**config.mk**
```make
export PLATFORM = sky130hd
export DESIGN_NAME = dtu_word_receiver
export DESIGN_NICKNAME = d
export VERILOG_FILES = /design/src/rtl/ldtu_rx_pkg.sv /design/src/rtl/dtu_rx_fifo.sv /design/src/rtl/dtu_word_receiver.sv
export SDC_FILE = /design/constraint.sdc
export NUM_CORES = 1
export LEC_CHECK = 0
export BUFFER_PORTS_ARGS = -buffer_cell sky130_fd_sc_hd__buf_2
export CAP_MARGIN = 20
export CORE_MARGIN = 3
export CORE_UTILIZATION = 30
export CTS_BUF_LIST = sky130_fd_sc_hd__clkbuf_4 sky130_fd_sc_hd__clkbuf_8
export CTS_CLUSTER_DIAMETER = 30
export CTS_CLUSTER_SIZE = 20
export DETAILED_ROUTE_END_ITERATION = 8
export SYNTH_ARGS = -nofsm -noshare
export SYNTH_HDL_FRONTEND = slang
export SYNTH_HIERARCHICAL = 1
export SYNTH_SLANG_ARGS = --single-unit
export TNS_END_PERCENT = 10
```
**constraint.sdc**
```tcl
create_clock -name CLK -period 6.7 [get_ports CLK]
set_input_delay 0.335 -clock CLK [delete_from_list [all_inputs] [get_ports CLK]]
set_output_delay 0.335 -clock CLK [all_outputs]
set_load 0.02 [all_outputs]
```
**src/rtl/ldtu_rx_pkg.sv**
```systemverilog
// Shared definitions for the LiTe-DTU output word receiver.
// Holds the idle patterns, the lock state encoding and the idle-word classifier.
package ldtu_rx_pkg;

  localparam logic [31:0] IDLE_PATTERN_EA = 32'hEAAAAAAA;
  localparam logic [31:0] IDLE_PATTERN_5A = 32'h5A5A5A5A;

  typedef enum logic {
    UNLOCKED = 1'b0,
    LOCKED   = 1'b1
  } rx_state_e;

  // Exact match against either idle pattern; everything else is payload.
  function automatic logic is_idle_word(input logic [31:0] word);
    return (word == IDLE_PATTERN_EA) || (word == IDLE_PATTERN_5A);
  endfunction

endpackage

```
**src/rtl/dtu_rx_fifo.sv**
```systemverilog
// First-word-fall-through payload FIFO with wrap-bit pointers.
// Head word and valid flag are registered from the next-state pointers.
module dtu_rx_fifo #(
  parameter int unsigned DEPTH    = 8,
  parameter int unsigned PTR_BITS = 3
) (
  input  logic        CLK,
  input  logic        reset,
  input  logic        i_push,
  input  logic [31:0] i_wdata,
  input  logic        i_pop,
  output logic [31:0] o_rdata,
  output logic        o_valid,
  output logic        o_full_c
);

  localparam int unsigned PW = PTR_BITS + 1;

  logic [31:0]         r_mem [DEPTH];
  logic [PW-1:0]       r_wr_ptr;
  logic [PW-1:0]       r_rd_ptr;
  logic [PW-1:0]       w_wr_ptr_nxt;
  logic [PW-1:0]       w_rd_ptr_nxt;
  logic [PTR_BITS-1:0] w_wr_addr;
  logic [PTR_BITS-1:0] w_rd_addr_nxt;
  logic                w_empty;
  logic                w_empty_nxt;
  logic                w_do_push;
  logic                w_do_pop;
  logic [31:0]         w_head_nxt;

  assign w_wr_addr = r_wr_ptr[PTR_BITS-1:0];
  assign w_empty   = (r_wr_ptr == r_rd_ptr);
  assign o_full_c  = (r_wr_ptr[PTR_BITS-1:0] == r_rd_ptr[PTR_BITS-1:0]) &&
                     (r_wr_ptr[PTR_BITS] != r_rd_ptr[PTR_BITS]);

  // A pop on empty is ignored; a push on full only proceeds alongside a pop.
  always_comb begin
    w_do_pop      = i_pop & ~w_empty;
    w_do_push     = i_push & (~o_full_c | w_do_pop);
    w_wr_ptr_nxt  = r_wr_ptr + PW'(w_do_push);
    w_rd_ptr_nxt  = r_rd_ptr + PW'(w_do_pop);
    w_rd_addr_nxt = w_rd_ptr_nxt[PTR_BITS-1:0];
    w_empty_nxt   = (w_wr_ptr_nxt == w_rd_ptr_nxt);
    // Bypass the incoming word when it becomes the new head this edge.
    if (w_do_push && (w_rd_addr_nxt == w_wr_addr)) begin
      w_head_nxt = i_wdata;
    end else begin
      w_head_nxt = r_mem[w_rd_addr_nxt];
    end
  end

  always_ff @(posedge CLK) begin
    if (w_do_push) begin
      r_mem[w_wr_addr] <= i_wdata;
    end
  end

  always_ff @(posedge CLK or posedge reset) begin
    if (reset) begin
      r_wr_ptr <= '0;
      r_rd_ptr <= '0;
      o_rdata  <= '0;
      o_valid  <= 1'b0;
    end else begin
      r_wr_ptr <= w_wr_ptr_nxt;
      r_rd_ptr <= w_rd_ptr_nxt;
      o_rdata  <= w_empty_nxt ? 32'h0 : w_head_nxt;
      o_valid  <= ~w_empty_nxt;
    end
  end

endmodule

```
**src/rtl/dtu_word_receiver.sv**
```systemverilog
// Receiver for the LiTe-DTU 32-bit output stream: idle-based word lock,
// idle stripping, payload buffering and status counters.
module dtu_word_receiver
  import ldtu_rx_pkg::*;
#(
  parameter int unsigned DEPTH      = 8,
  parameter int unsigned PTR_BITS   = 3,
  parameter int unsigned LOCK_IDLES = 4,
  parameter int unsigned CNT_BITS   = 16
) (
  input  logic                CLK,
  input  logic                reset,
  input  logic [31:0]         word_in,
  input  logic                word_valid,
  input  logic                resync,
  output logic [31:0]         data_out,
  output logic                data_valid,
  input  logic                data_ready,
  output logic                locked,
  output logic [CNT_BITS-1:0] idle_count,
  output logic [CNT_BITS-1:0] data_count,
  output logic                overflow
);

  localparam int unsigned RUN_BITS = $clog2(LOCK_IDLES + 1);

  rx_state_e           r_state;
  rx_state_e           w_state_nxt;
  logic [RUN_BITS-1:0] r_run;
  logic [RUN_BITS-1:0] w_run_nxt;
  logic                w_is_idle;
  logic                w_pop;
  logic                w_push;
  logic                w_drop;
  logic                w_idle_inc;
  logic                w_full_c;

  assign w_is_idle = is_idle_word(word_in);
  assign w_pop     = data_valid & data_ready;
  assign locked    = (r_state == LOCKED);

  always_ff @(posedge CLK or posedge reset) begin
    if (reset) begin
      r_state <= UNLOCKED;
      r_run   <= '0;
    end else begin
      r_state <= w_state_nxt;
      r_run   <= w_run_nxt;
    end
  end

  // Lock FSM; resync wins over any word presented in the same cycle.
  always_comb begin
    w_state_nxt = r_state;
    w_run_nxt   = r_run;
    w_push      = 1'b0;
    w_drop      = 1'b0;
    w_idle_inc  = 1'b0;
    if (resync) begin
      w_state_nxt = UNLOCKED;
      w_run_nxt   = '0;
    end else if (word_valid) begin
      if (r_state == UNLOCKED) begin
        if (w_is_idle) begin
          w_run_nxt = r_run + RUN_BITS'(1);
          if (r_run == RUN_BITS'(LOCK_IDLES - 1)) begin
            w_state_nxt = LOCKED;
          end
        end else begin
          w_run_nxt = '0;
        end
      end else begin
        if (w_is_idle) begin
          w_idle_inc = 1'b1;
        end else if (!w_full_c || w_pop) begin
          w_push = 1'b1;
        end else begin
          w_drop      = 1'b1;
          w_state_nxt = UNLOCKED;
          w_run_nxt   = '0;
        end
      end
    end
  end

  always_ff @(posedge CLK or posedge reset) begin
    if (reset) begin
      idle_count <= '0;
      data_count <= '0;
      overflow   <= 1'b0;
    end else begin
      if (w_idle_inc && (idle_count != '1)) begin
        idle_count <= idle_count + CNT_BITS'(1);
      end
      if (w_push && (data_count != '1)) begin
        data_count <= data_count + CNT_BITS'(1);
      end
      if (w_drop) begin
        overflow <= 1'b1;
      end
    end
  end

  dtu_rx_fifo #(
    .DEPTH    (DEPTH),
    .PTR_BITS (PTR_BITS)
  ) u_fifo (
    .CLK      (CLK),
    .reset    (reset),
    .i_push   (w_push),
    .i_wdata  (word_in),
    .i_pop    (w_pop),
    .o_rdata  (data_out),
    .o_valid  (data_valid),
    .o_full_c (w_full_c)
  );

endmodule
```
Yosys cells after proc, flatten, opt, wreduce, memory -nomap -nowiden
Memory sizes are Yosys's and may differ from the RTL's.
Cells that the tools add are included.
{ "classes": {"n_eq_ne": 12, "n_div": 0, "shifts": 0, "multipliers": 0, "bitwise": 7, "n_addsub": 5, "n_mux": 30, "order_cmp": 0, "reduce_logical": 9} }
{ "ops": {"columns": ["op", "n"], "rows": [
  ["$mux W32", 2],
  ["$add A16 B1 Y16 const B", 2],
  ["$eq A32 B31 Y1 const B", 1],
  ["$eq A32 B32 Y1 const B", 1],
  ["$ne A16 B16 Y1 const B", 2],
  ["$mux W1", 22],
  ["$mux W3", 6],
  ["$add A4 B1 Y4", 2],
  ["$eq A4 B4 Y1", 2],
  ["$eq A3 B3 Y1", 2],
  ["$ne A3 B3 Y1 const B", 2],
  ["$logic_and A1 B1 Y1", 4],
  ["$add A3 B1 Y3 const B", 1],
  ["$and A1 B1 Y1", 3],
  ["$eq A3 B2 Y1 const B", 1],
  ["$not A1 Y1", 3],
  ["$reduce_and A3 Y1", 1],
  ["$logic_or A1 B1 Y1", 2],
  ["$reduce_bool A2 Y1", 1],
  ["$logic_not A1 Y1", 1],
  ["$ne A1 B1 Y1", 1],
  ["$or A1 B1 Y1", 1]
]} }
{ "totals": {"n_memories": 1, "romBits": 0, "latch_bits": 0, "mem_bits_rw": 256, "ff_bits": 78, "inputBits": 37} }
{ "mem_list": {"columns": ["memory", "words", "word_bits", "rd", "rd_clocked_by_memory_dff", "write_ports", "line", "rtl"], "rows": [
  ["u_fifo.r_mem", 8, 32, 1, 0, 1, "dtu_rx_fifo.sv:19", "logic [31:0] r_mem [DEPTH];"]
]} }

Logic depth before layout (Yosys ltp)
Gate-level depths: netlist (run 1).
{ "depth": {"word_depth": 13, "mapped_depth": 17} }

Hierarchy
The synthesis (run 1) kept the hierarchy.
{ "by_module_without_submodules": {"columns": ["module", "n_inst", "area_per_inst_um2", "cells_per_inst"], "rows": [
  ["dtu_rx_fifo", 1, 11393.4, 567],
  ["dtu_word_receiver", 1, 2069.5, 199]
]} }

Least setup slack after synthesis (run 1)
OpenSTA, ideal clock, no wires.
{ "synth_timing": {"path_kind": "reg2reg", "start": "register u_fifo.r_wr_ptr[0]", "end": "memory u_fifo.r_mem[0][0] (enable)", "arrival_ps": 4784, "period_less_slack_ps": 5286, "slack_ps": 1414, "stages_incl_launch_ff": 9, "setup_ps": 502, "cell_sequence": "dfrtp_1 > clkbuf_1 > xor2_1 > nor3_1 > a21boi_0 > or2_1 > nor2_1 > nand2_1 > nor4_1"} }
{ "synth_between": {"elab_chain_len": 12, "elab_cells_between_ends": 17, "classes_between": "eq/ne (2); mux (7); bitwise (5); reduce/logical (3)"} }
{ "synth_lines": {"columns": ["element", "line", "rtl"], "rows": [
  ["start: declaration", "dtu_rx_fifo.sv:20", "logic [PW-1:0] r_wr_ptr;"],
  ["start signal: assignment", "dtu_rx_fifo.sv:66", "r_wr_ptr <= w_wr_ptr_nxt;"],
  ["$eq A3 B3 Y1", "dtu_rx_fifo.sv:34", "assign o_full_c = (r_wr_ptr[PTR_BITS-1:0] == r_rd_ptr[PTR_BITS-1:0]) &&"],
  ["$logic_and A1 B1 Y1", "dtu_rx_fifo.sv:34", null],
  ["net w_full_c", "dtu_word_receiver.sv:36", "logic w_full_c;"],
  ["$logic_not A1 Y1", "dtu_word_receiver.sv:75", "end else if (!w_full_c || w_pop) begin"],
  ["$logic_or A1 B1 Y1", "dtu_word_receiver.sv:75", null],
  ["$mux W1", "dtu_word_receiver.sv:75", null],
  ["$mux W1", "dtu_word_receiver.sv:73", "if (w_is_idle) begin"],
  ["$mux W1", "dtu_word_receiver.sv:63", "if (r_state == UNLOCKED) begin"],
  ["$mux W1", "dtu_word_receiver.sv:62", "end else if (word_valid) begin"],
  ["$mux W1", "dtu_word_receiver.sv:59", "if (resync) begin"],
  ["net w_push", "dtu_word_receiver.sv:33", "logic w_push;"],
  ["$and A1 B1 Y1", "dtu_rx_fifo.sv:40", "w_do_push = i_push & (~o_full_c | w_do_pop);"],
  ["$mux W1", "dtu_rx_fifo.sv:54", "if (w_do_push) begin"],
  ["$mux W1 (not written as such)", "dtu_rx_fifo.sv:55", "r_mem[w_wr_addr] <= i_wdata;"],
  ["end: declaration", "dtu_rx_fifo.sv:19", null]
]} }
The timed path passes the listed nets, and every way through them passes these cells.

Final worst setup path (run 1)
{ "layout_timing": {"start": "register u_fifo.r_wr_ptr[2]", "end": "register u_fifo.o_rdata[2]"} }
{ "layout_between": {"elab_chain_len": 13, "elab_cells_between_ends": 23, "classes_between": "add/sub (2); eq/ne (4); mux (7); bitwise (5); reduce/logical (4); memory (1)"} }
{ "layout_lines": {"columns": ["element", "line", "rtl"], "rows": [
  ["$eq A3 B3 Y1", "dtu_rx_fifo.sv:34", null],
  ["$logic_and A1 B1 Y1", "dtu_rx_fifo.sv:34", null],
  ["net w_full_c", "dtu_word_receiver.sv:36", null],
  ["$logic_not A1 Y1", "dtu_word_receiver.sv:75", null],
  ["$logic_or A1 B1 Y1", "dtu_word_receiver.sv:75", null],
  ["$mux W1", "dtu_word_receiver.sv:75", null],
  ["$mux W1", "dtu_word_receiver.sv:73", null],
  ["$mux W1", "dtu_word_receiver.sv:63", null],
  ["$mux W1", "dtu_word_receiver.sv:62", null],
  ["$mux W1", "dtu_word_receiver.sv:59", null],
  ["net w_push", "dtu_word_receiver.sv:33", null],
  ["$and A1 B1 Y1", "dtu_rx_fifo.sv:40", null],
  ["$add A4 B1 Y4", "dtu_rx_fifo.sv:41", "w_wr_ptr_nxt = r_wr_ptr + PW'(w_do_push);"],
  ["net u_fifo.w_wr_ptr_nxt[2]", "dtu_rx_fifo.sv:22", "logic [PW-1:0] w_wr_ptr_nxt;"],
  ["$eq A4 B4 Y1", "dtu_rx_fifo.sv:44", "w_empty_nxt = (w_wr_ptr_nxt == w_rd_ptr_nxt);"],
  ["$mux W32", "dtu_rx_fifo.sv:68", "o_rdata <= w_empty_nxt ? 32'h0 : w_head_nxt;"],
  ["end signal: assignment", "dtu_rx_fifo.sv:68", null],
  ["end: declaration", "dtu_rx_fifo.sv:12", "output logic [31:0] o_rdata,"]
]} }
The timed path passes the listed nets, and every way through them passes these cells.
A chain may end at the register's enable or synchronous reset.

==> results of run 1 <==
layout make-up:
cell class	count	area (um2)	area share, %
clock buffer	85	1095	6.741
clock inverter	36	345.3	2.126
inverter	12	45.04	0.2773
multi-input combinational	385	3700	22.78
sequential	334	9639	59.35
tap	585	732.0	4.507
timing repair buffer	123	685.7	4.222
synth_stat cells, types with 2 or more instances:
cell	n	area, um2
sky130_fd_sc_hd__a21boi_0	2	15.01
sky130_fd_sc_hd__a21oi_1	3	15.01
sky130_fd_sc_hd__and3_1	4	25.02
sky130_fd_sc_hd__and4_1	2	17.52
sky130_fd_sc_hd__and4bb_1	2	25.02
sky130_fd_sc_hd__and4bb_2	8	100.1
sky130_fd_sc_hd__buf_1	4	15.01
sky130_fd_sc_hd__buf_2	19	95.09
sky130_fd_sc_hd__buf_4	2	15.01
sky130_fd_sc_hd__clkbuf_1	10	37.54
sky130_fd_sc_hd__dfrtp_1	78	1952
sky130_fd_sc_hd__edfxtp_1	256	7687
sky130_fd_sc_hd__ha_1	8	100.1
sky130_fd_sc_hd__inv_1	12	45.04
sky130_fd_sc_hd__mux2_2	3	33.78
sky130_fd_sc_hd__mux4_2	64	1441
sky130_fd_sc_hd__nand2_1	83	311.6
sky130_fd_sc_hd__nand2b_1	2	12.51
sky130_fd_sc_hd__nand3_1	45	225.2
sky130_fd_sc_hd__nand4_1	19	118.9
sky130_fd_sc_hd__nor2_1	14	52.55
sky130_fd_sc_hd__nor3_1	14	70.07
sky130_fd_sc_hd__nor4_1	9	56.30
sky130_fd_sc_hd__o211a_1	32	320.3
sky130_fd_sc_hd__o21ai_0	2	10.01
sky130_fd_sc_hd__o22ai_1	2	12.51
sky130_fd_sc_hd__or4_1	2	15.01
sky130_fd_sc_hd__xnor2_1	19	166.4
sky130_fd_sc_hd__xnor2_2	2	32.53
sky130_fd_sc_hd__xor2_1	20	175.2
path summary, 6_finish.rpt:
path                            slack (ns)  cells after the start                          from                      endpoint
worst max-delay path                  1.98                     15  u_fifo/r_wr_ptr[2]$_DFF_PP0_   u_fifo/o_rdata[2]$_DFF_PP0_
worst min-delay path                  0.05                      1                    word_in[2]  u_fifo/r_mem[4][2]$_DFFE_PP_
worst max register to register        1.98                     15  u_fifo/r_wr_ptr[2]$_DFF_PP0_   u_fifo/o_rdata[2]$_DFF_PP0_
worst min register to register        0.50                      1          r_run[0]$_DFFE_PP0P_          r_run[0]$_DFFE_PP0P_
max in group asynchronous             5.91                      4                         reset     idle_count[7]$_DFFE_PP0P_
min in group asynchronous             0.26                      3                         reset  u_fifo/r_wr_ptr[3]$_DFF_PP0_
through the flow:
step	power [uW]	util [%]	hold slack, ns	instance area (um2)	std cells
2_1_floorplan	4255	-	0.4014	13460	766
4_1_cts	7056	37.09	0.0001198	16220	1559
5_1_grt	7349	37.13	0.02716	16240	1560
3_3_place_gp	4843	33.72	0.4681	14750	1435
6_report	6936	37.13	0.04955	16240	1560
3_5_place_dp	4856	33.72	0.4990	14750	1435
kinds of logic (layout without fill, tap and decap cells):
kind of cell / count (synthesis) / in the layout
flip-flops: 334 / 334
XOR/XNOR: 43 / 43
multiplexers: 68 / 68
AO/OA/AOI/OAI: 51 / 51
adder cells (fa/ha/maj): 8 / 8
buffers and inverters: 47 / 256
AND/OR/NAND/NOR: 215 / 215
registers in the layout, indices dropped and copies added, names as in the netlist:
register,count
data_count,16
u_fifo/r_wr_ptr,4
r_run,3
u_fifo/r_rd_ptr,4
u_fifo/r_mem,256
overflow,1
u_fifo/o_valid,1
locked,1
u_fifo/o_rdata,32
idle_count,16
layout by cell type, fill, tap and decap left out, types with 5 or more instances in the layout:
| master | n |
|---|---|
| sky130_fd_sc_hd__edfxtp_1 | 256 |
| sky130_fd_sc_hd__buf_2 | 103 |
| sky130_fd_sc_hd__nand2_1 | 83 |
| sky130_fd_sc_hd__dfrtp_1 | 78 |
| sky130_fd_sc_hd__clkbuf_8 | 73 |
| sky130_fd_sc_hd__mux4_2 | 64 |
| sky130_fd_sc_hd__nand3_1 | 45 |
| sky130_fd_sc_hd__o211a_1 | 32 |
| sky130_fd_sc_hd__xor2_1 | 20 |
| sky130_fd_sc_hd__nand4_1 | 19 |
| sky130_fd_sc_hd__xnor2_1 | 19 |
| sky130_fd_sc_hd__buf_4 | 16 |
| sky130_fd_sc_hd__clkinvlp_4 | 12 |
| sky130_fd_sc_hd__clkbuf_4 | 12 |
| sky130_fd_sc_hd__nor2_1 | 11 |
| sky130_fd_sc_hd__inv_1 | 10 |
| sky130_fd_sc_hd__nor3_1 | 10 |
| sky130_fd_sc_hd__and4bb_2 | 8 |
| sky130_fd_sc_hd__nor4_1 | 8 |
| sky130_fd_sc_hd__clkinv_2 | 8 |
| sky130_fd_sc_hd__ha_1 | 6 |
| sky130_fd_sc_hd__clkinv_4 | 5 |
metal layers:
metal / GRT usage [%] / vias up / share of wire (%)
met1: 17.25 / 3841 / 44
met3: 3.511 / 48 / 5.7
met4: 4.979 / 4 / 1.8
li1: - / 3355 / -
met2: 22.26 / 178 / 49
met5: 0 / - / 0.054
power breakdown:
group,switching (uW),leakage [uW],internal [uW]
clock,911,0.000716,1250
combinational,1210,0.00210,1120
sequential,73.4,0.00332,2370
total,2190,0.00614,4740
worst max-delay path: cells and delay by family (launching register included):
kind | cells | cell delay, ns
compound gates | 2 | 0.62
xor+xnor | 3 | 0.48
fa+ha+maj | 2 | 0.41
buf+inv | 2 | 0.48
flops | 1 | 0.67
simple gates | 6 | 1.91
==> run summary, run 1 <==
Summing the areas of all fa, ha and maj instances in the mapped netlist gives 0.7435% of the synthesized area. The cell area after synthesis is 0.01346 mm2, and the fraction of final layout cells with drive strength greater than 1 is 34.67%. Data on the critical path is required at its endpoint by 7.18 ns. For this configuration, the core starts out at a cell density of 30.78%. TritonCTS built the clock tree. The detail-routed net length per standard cell works out to 20.13 um.

Xor-xnor portion of the synthesized cell area: 3.067%. The average via count per standard cell was 4.760. Top flip-flop cell by instance count after synthesis: sky130_fd_sc_hd__edfxtp_1.

The async set-reset flop share out of synthesis is 23.35%. The upper clock frequency limit came out at 212.0 MHz. In this design, the stage delay of the slowest critical-path cell is 0.95 ns.

Of the post-synthesis cell area, the part taken by muxes is 11.03%. The count of antenna-violating nets left after detailed routing is 0, and the maximum number of pins on one net before global-route repair is 65. The tools report the reported max-cap violation count as 0. Traced cell by cell, the critical path runs through xnor2_1 > nand2_1 > nor3_1 > a21boi_0 > or2_1 > nor2_1 > nand2_1 > inv_1 > ha_1 > ha_1 > xor2_2 > xnor2_1 > or4_1 > buf_4 > o211a_1.

The cell row count was 76. The clock arrives with 0.03165 ns of skew. The final-layout fill cell count came out at 4137. The synthesized netlist devotes 8.411% of its cell area to simple gates. The floorplan step defined a die boundary enclosing 0.04745 mm2.

The wire length of the first global-routing pass was 48500 um; the total grt overflow was 0. The synthesized-area fraction occupied by ao, oa, aoi and oai cells is 3.606%, and the post-layout worst setup margin is 1.983 ns. The total I/O pin count came out at 104.

For the final routed database, the setup TNS stands at 0 ns. The post-detailed-route DRC marker count was 0; the maximum net fanout on the critical path was 19. CTS built an H-tree with a depth of 3.

After synthesis, the mean cell area works out to 17.58 um2. The overall die width was 217.8 um; the number of distinct library cell variants in the gate-level netlist after synthesis was 54. The cell with the largest stage delay on the worst path was sky130_fd_sc_hd__or4_1. Setup repair after global routing left no endpoint under its margin.

The tools report the initial antenna violation count as 2. The total leakage power came out at 0.006136 uW. The flow ran to the end, and the final reports show no timing, DRC or antenna violations.

The congestion estimate from routability-driven global placement came to 0.7597. The measured slew at the worst slew-check pin was 1.106 ns; the overall track demand over capacity in global routing was 13.51%. For this run, the detailed router's first-pass iteration total came to 4.

Prior to clock tree synthesis, the placed netlist has a worst setup slack of 1.982 ns. Post-synthesis net count: 811. The number of global-route vias before repair is 8044, and the count of endpoints failing setup in the final report is 0.

The final layout contains routed wiring with a total length of 31410 um. The worst-case IR drop observed on VDD is 0.2784 mV. Sequential share of the synthesized area: 71.60%. Vertical die dimension: 217.8 um.

Post-CTS repair changed the size of 0 cells. The clock passes through at most 3 buffers. In the synthesized netlist, the number of instances is 766. The main combinational cell family by area after synthesis is multiplexers. After the first detailed-routing iteration, the DRC count stood at 533.

The critical path is of the register to register type. The path type of the worst min-delay path was input pin to register. The final HPWL from detailed placement is 17830 um, and the clock sink count is 334. Counting I/O delays and the setup requirement, the final critical path takes 4.717 ns. Number of flops mapped to enable cells by yosys: 256.

For this run, the number of Yosys warnings is 6. The area growth from synthesis to layout is 20.64%. Detailed routing inserted a total of 7426 vias. Clock tree synthesis inserted a total of 66 buffers. The power density over the cells came out at 427.0 mW/mm2. The tools report the total count of max-transition violations in the final report as 0. The run gives 0.60 ns as the clock latency on the worst-skew pair. The tools report the endpoint kind of the worst setup timing path as a register. The master cell of the clock root buffer is sky130_fd_sc_hd__clkbuf_8. Clock-pin slew was measured on the worst setup and hold paths at 0.06 ns. Input and output buffers added on the ports amount to 103. Relative slew slack: 26.25%. The number of buffers added for setup after CTS was 0. The startpoint type of the worst setup path was a register. The final worst-path cycle share was 70.41%; the signal arrival time at the worst endpoint was 5.19 ns.

The area of the core was 0.04374 mm2. Final hold violation count: 0. The number of nets in the layout was 967. The logs give 0 for the number of antenna repair diodes and 3 for the number of buffers added to fix hold violations after cts.

Counting flops and latches in the post-synthesis netlist gives 334.
Power figures use the tool's default switching activity.
==> run 2: changes to the inputs <==
==> constraint.sdc (replaced) <==
create_clock -name CLK -period 4.3 [get_ports CLK]
set_input_delay 0.215 -clock CLK [delete_from_list [all_inputs] [get_ports CLK]]
set_output_delay 0.215 -clock CLK [all_outputs]
set_load 0.02 [all_outputs]
==> run 2 against run 1 <==
Global-route usage up 0.15 points. Combinational power rose by 60%. Hold slack better by 0.055 ns. Register-to-register slack worse by 1.6 ns. Clock power up 83%. Fmax grew 20%.
==> run summary, run 2 (synthesized netlist as in run 1, its figures left out) <==
The tools report the part of the power in the clock network as 34.5% (+3.3 points). The logs give 254.7 MHz (+20%) for the upper clock frequency limit and 4.78 ns (-2.40 ns) for the required arrival time at the worst endpoint. Flip-flop count of the largest register, all copies and words added: 256 (unchanged). Most flop-heavy register: u_fifo/r_mem. The number of port buffers came out at 103 (unchanged). Setup repair after global routing left no endpoint under its margin. The run gives 0.003700 mm2 (unchanged) as the total area of multi-input combinational cells.

For the initial cell density of the core, the log shows 30.78% (unchanged). For the number of search-and-repair iterations in the first detailed-routing pass, the log shows 5 (+1). In the layout the commonest cells are 256 x sky130_fd_sc_hd__edfxtp_1, 103 x sky130_fd_sc_hd__buf_2, 83 x sky130_fd_sc_hd__nand2_1. The final HPWL from detailed placement is 18830 um (+5.6%).

Final weighted congestion of routability-driven global placement: 0.7788 (+2.5%). The switching power total is 3530 uW (+61%). The tools report the number of global-route vias before repair as 8323 (+3.5%). The total detailed-routing wirelength was 31900 um (+1.5%). STA classifies the critical path startpoint as a register. The switching portion of total power is 30.66% (-0.95 points), and the worst reg2reg path depth is 16 (+1). TritonCTS built the clock tree. The worst setup path is of the register to register kind. The library cell used most frequently in the layout, excluding fill and tap cells, is sky130_fd_sc_hd__edfxtp_1. The number of buffers added to fix hold violations after cts was 36 (+33); the relative slew slack was 45.57% (+19 points).

The largest vdd supply drop is 0.4298 mV (+54%). STA classifies the critical path endpoint as a register. The tools report the maximum root-to-sink buffer count as 3 (unchanged). The run gives 0 (unchanged) as the count of endpoints failing setup in the final report. The post-layout instance area was 0.01703 mm2 (+4.9%); the final hold violation count was 0 (unchanged). The run gives 104 (unchanged) as the total I/O pin count. The minimum period implied by the final worst setup slack was 3.927 ns (-0.7907 ns). The overall track demand over capacity in global routing was 13.66% (+0.15 points). The tools report the total count of max-transition violations in the final report as 0 (unchanged).

Reported max-cap violation count: 0 (unchanged). The largest registers in the layout are u_fifo/r_mem x256, u_fifo/o_rdata x32. The logs give 4 (+2) for the initial antenna violation count and 334 (unchanged) for the clock sink count. Final worst-path cycle share: 91.32% (+21 points).

The count of antenna-violating nets left after detailed routing was 0 (unchanged). The run gives 49260 um (+1.6%) as the wire length of the first global-routing pass. The maximum number of pins on one net before global-route repair came out at 51 (-22%). Clock transition at the register clock pins on the worst setup and hold paths after CTS: 0.06 ns (about the same). For the cell row count, the log shows 76 (unchanged). The starting DRC count in detailed routing is 473 (-11%). The post-detailed-route DRC marker count was 0 (unchanged); the final hold slack was 0.1047 ns (+0.05512 ns). From synthesis to final layout, the design area changed by 26.52%. The area used by sequential logic in the layout is 0.009639 mm2 (unchanged). Launch point of the worst reg-to-reg path: u_fifo/r_rd_ptr[2]$_DFF_PP0_. The total CTS buffers was 76 (+15%). The quantity of gates resized following cts was 0 (unchanged); the fraction of the core area covered by cells at the end of the flow was 38.94% (+1.8 points). The run gives 4.40 ns (-0.79 ns) as the signal arrival time at the worst endpoint. The maximum net fanout on the critical path is 33 (+14), and the cell area reported after detailed placement is 0.01490 mm2 (+1.0%). The run gives 4101 (-0.87%) as the final-layout fill cell count.

For the internal power, the log shows 7981 uW (+68%). Clock tree synthesis selected as its root buffer the cell sky130_fd_sc_hd__clkbuf_8. The number of non-filler instances in the completed layout is 1625 (+4.2%). The logs give 3 (unchanged) for the number of H-tree branching levels and 0.03862 ns (+0.006969 ns) for the final worst clock skew.

The tools report the total grt overflow as 0 (unchanged). The setup slack after placement was 0.3847 ns (-1.597 ns); the count of vias placed by the detailed router was 7743 (+4.3%). The number of cells in the design after placement is 1448 (+0.91%). Part of the total power dissipated in sequential elements: 33.1% (-2.1 points).

The detail-routed net length per standard cell came out at 19.63 um (-2.5%). The number of nets in the layout is 1023 (+5.8%), and the fraction of final layout cells with drive strength greater than 1 is 35.51% (+0.85 points). The post-layout worst setup margin was 0.3735 ns (-1.609 ns). The tools report the clock latency on the worst-skew pair as 0.61 ns (about the same). The worst hold path belongs to the class input pin to asynchronous set/reset pin. Die area: 0.04745 mm2 (unchanged).

The register-to-register setup slack was 0.37 ns (-1.61 ns). The overall die width is 217.8 um (unchanged). For the area of the core, the log shows 0.04374 mm2 (unchanged).

The total leakage power was 0.006515 uW (+6.2%); the combinational share of power was 32.4% (-1.2 points). The number of buffers added for setup after CTS was 0 (unchanged); the vertical die dimension was 217.8 um (unchanged). The average via count per standard cell works out to 4.765 (about the same). The measured slew at the worst slew-check pin was 0.8136 ns (-0.2926 ns). The end of the worst register-to-register path is u_fifo/o_rdata[11]$_DFF_PP0_. The power density over the cells works out to 675.8 mW/mm2 (+58%). The run finished with clean final reports.
-- run 2: worst max-delay path by stage --
stage	from	endpoint	slack, ns
2_1_floorplan	u_fifo/r_wr_ptr[0]$_DFF_PP0_	u_fifo/r_mem[2][0]$_DFFE_PP_	-0.17
5_1_grt	u_fifo/r_wr_ptr[0]$_DFF_PP0_	u_fifo/o_rdata[11]$_DFF_PP0_	0.10
3_5_place_dp	u_fifo/r_rd_ptr[2]$_DFF_PP0_	u_fifo/o_rdata[11]$_DFF_PP0_	0.38
6_report	u_fifo/r_rd_ptr[2]$_DFF_PP0_	u_fifo/o_rdata[11]$_DFF_PP0_	0.37
3_3_place_gp	u_fifo/r_rd_ptr[2]$_DFF_PP0_	u_fifo/o_rdata[15]$_DFF_PP0_	0.45
4_1_cts	u_fifo/r_rd_ptr[2]$_DFF_PP0_	u_fifo/o_rdata[18]$_DFF_PP0_	0.35
-- run 2: cell type report --
cell class              instances  share of cell area [%]
multi-input cells             385                   21.72
clock buffers                  93                   7.074
well taps                     585                   4.297
clock inverters                46                   3.188
repair buffers                169                   6.853
diodes                          1                 0.01469
flip-flops and latches        334                   56.59
inverters                      12                  0.2644
-- run 2: power by group through the flow --
stage / registers, uW / clock network, uW / logic [uW]
after floorplan: 4020 / 0 / 2610
after global placement: 3880 / 0 / 3740
after detailed placement: 3870 / 0 / 3760
after CTS: 3810 / 4090 / 3810
after global routing: 3820 / 4260 / 4100
final: 3810 / 3980 / 3730
-- run 2: through the flow --
| step | setup TNS, ns | total power, uW |
|---|---|---|
| floorplan | -20.12 | 6629 |
| global placement | 0 | 7621 |
| detailed placement | 0 | 7637 |
| CTS | 0 | 11720 |
| global route | 0 | 12180 |
| finish | 0 | 11510 |
-- run 2: critical path, stage by stage, from the launching register on --
cell,delay (ns)
sky130_fd_sc_hd__dfrtp_1,0.48
sky130_fd_sc_hd__xnor2_1,0.20
sky130_fd_sc_hd__nand2_1,0.17
sky130_fd_sc_hd__nor3_1,0.20
sky130_fd_sc_hd__a21boi_0,0.20
sky130_fd_sc_hd__buf_4,0.16
sky130_fd_sc_hd__or2_1,0.23
sky130_fd_sc_hd__nor2_1,0.10
sky130_fd_sc_hd__nand2_1,0.24
sky130_fd_sc_hd__inv_1,0.08
sky130_fd_sc_hd__ha_1,0.22
sky130_fd_sc_hd__ha_1,0.21
sky130_fd_sc_hd__xor2_2,0.16
sky130_fd_sc_hd__xnor2_1,0.13
sky130_fd_sc_hd__or4_1,0.53
sky130_fd_sc_hd__buf_4,0.29
sky130_fd_sc_hd__o211a_1,0.18
-- run 2: routing by layer --
metal	global-route usage [%]	vias to the layer above	share of wire (%)
li1	-	3485	-
met1	18.47	3992	45
met2	21.47	195	47
met3	3.539	67	5.2
met4	4.740	4	2.2
met5	0	-	0.066
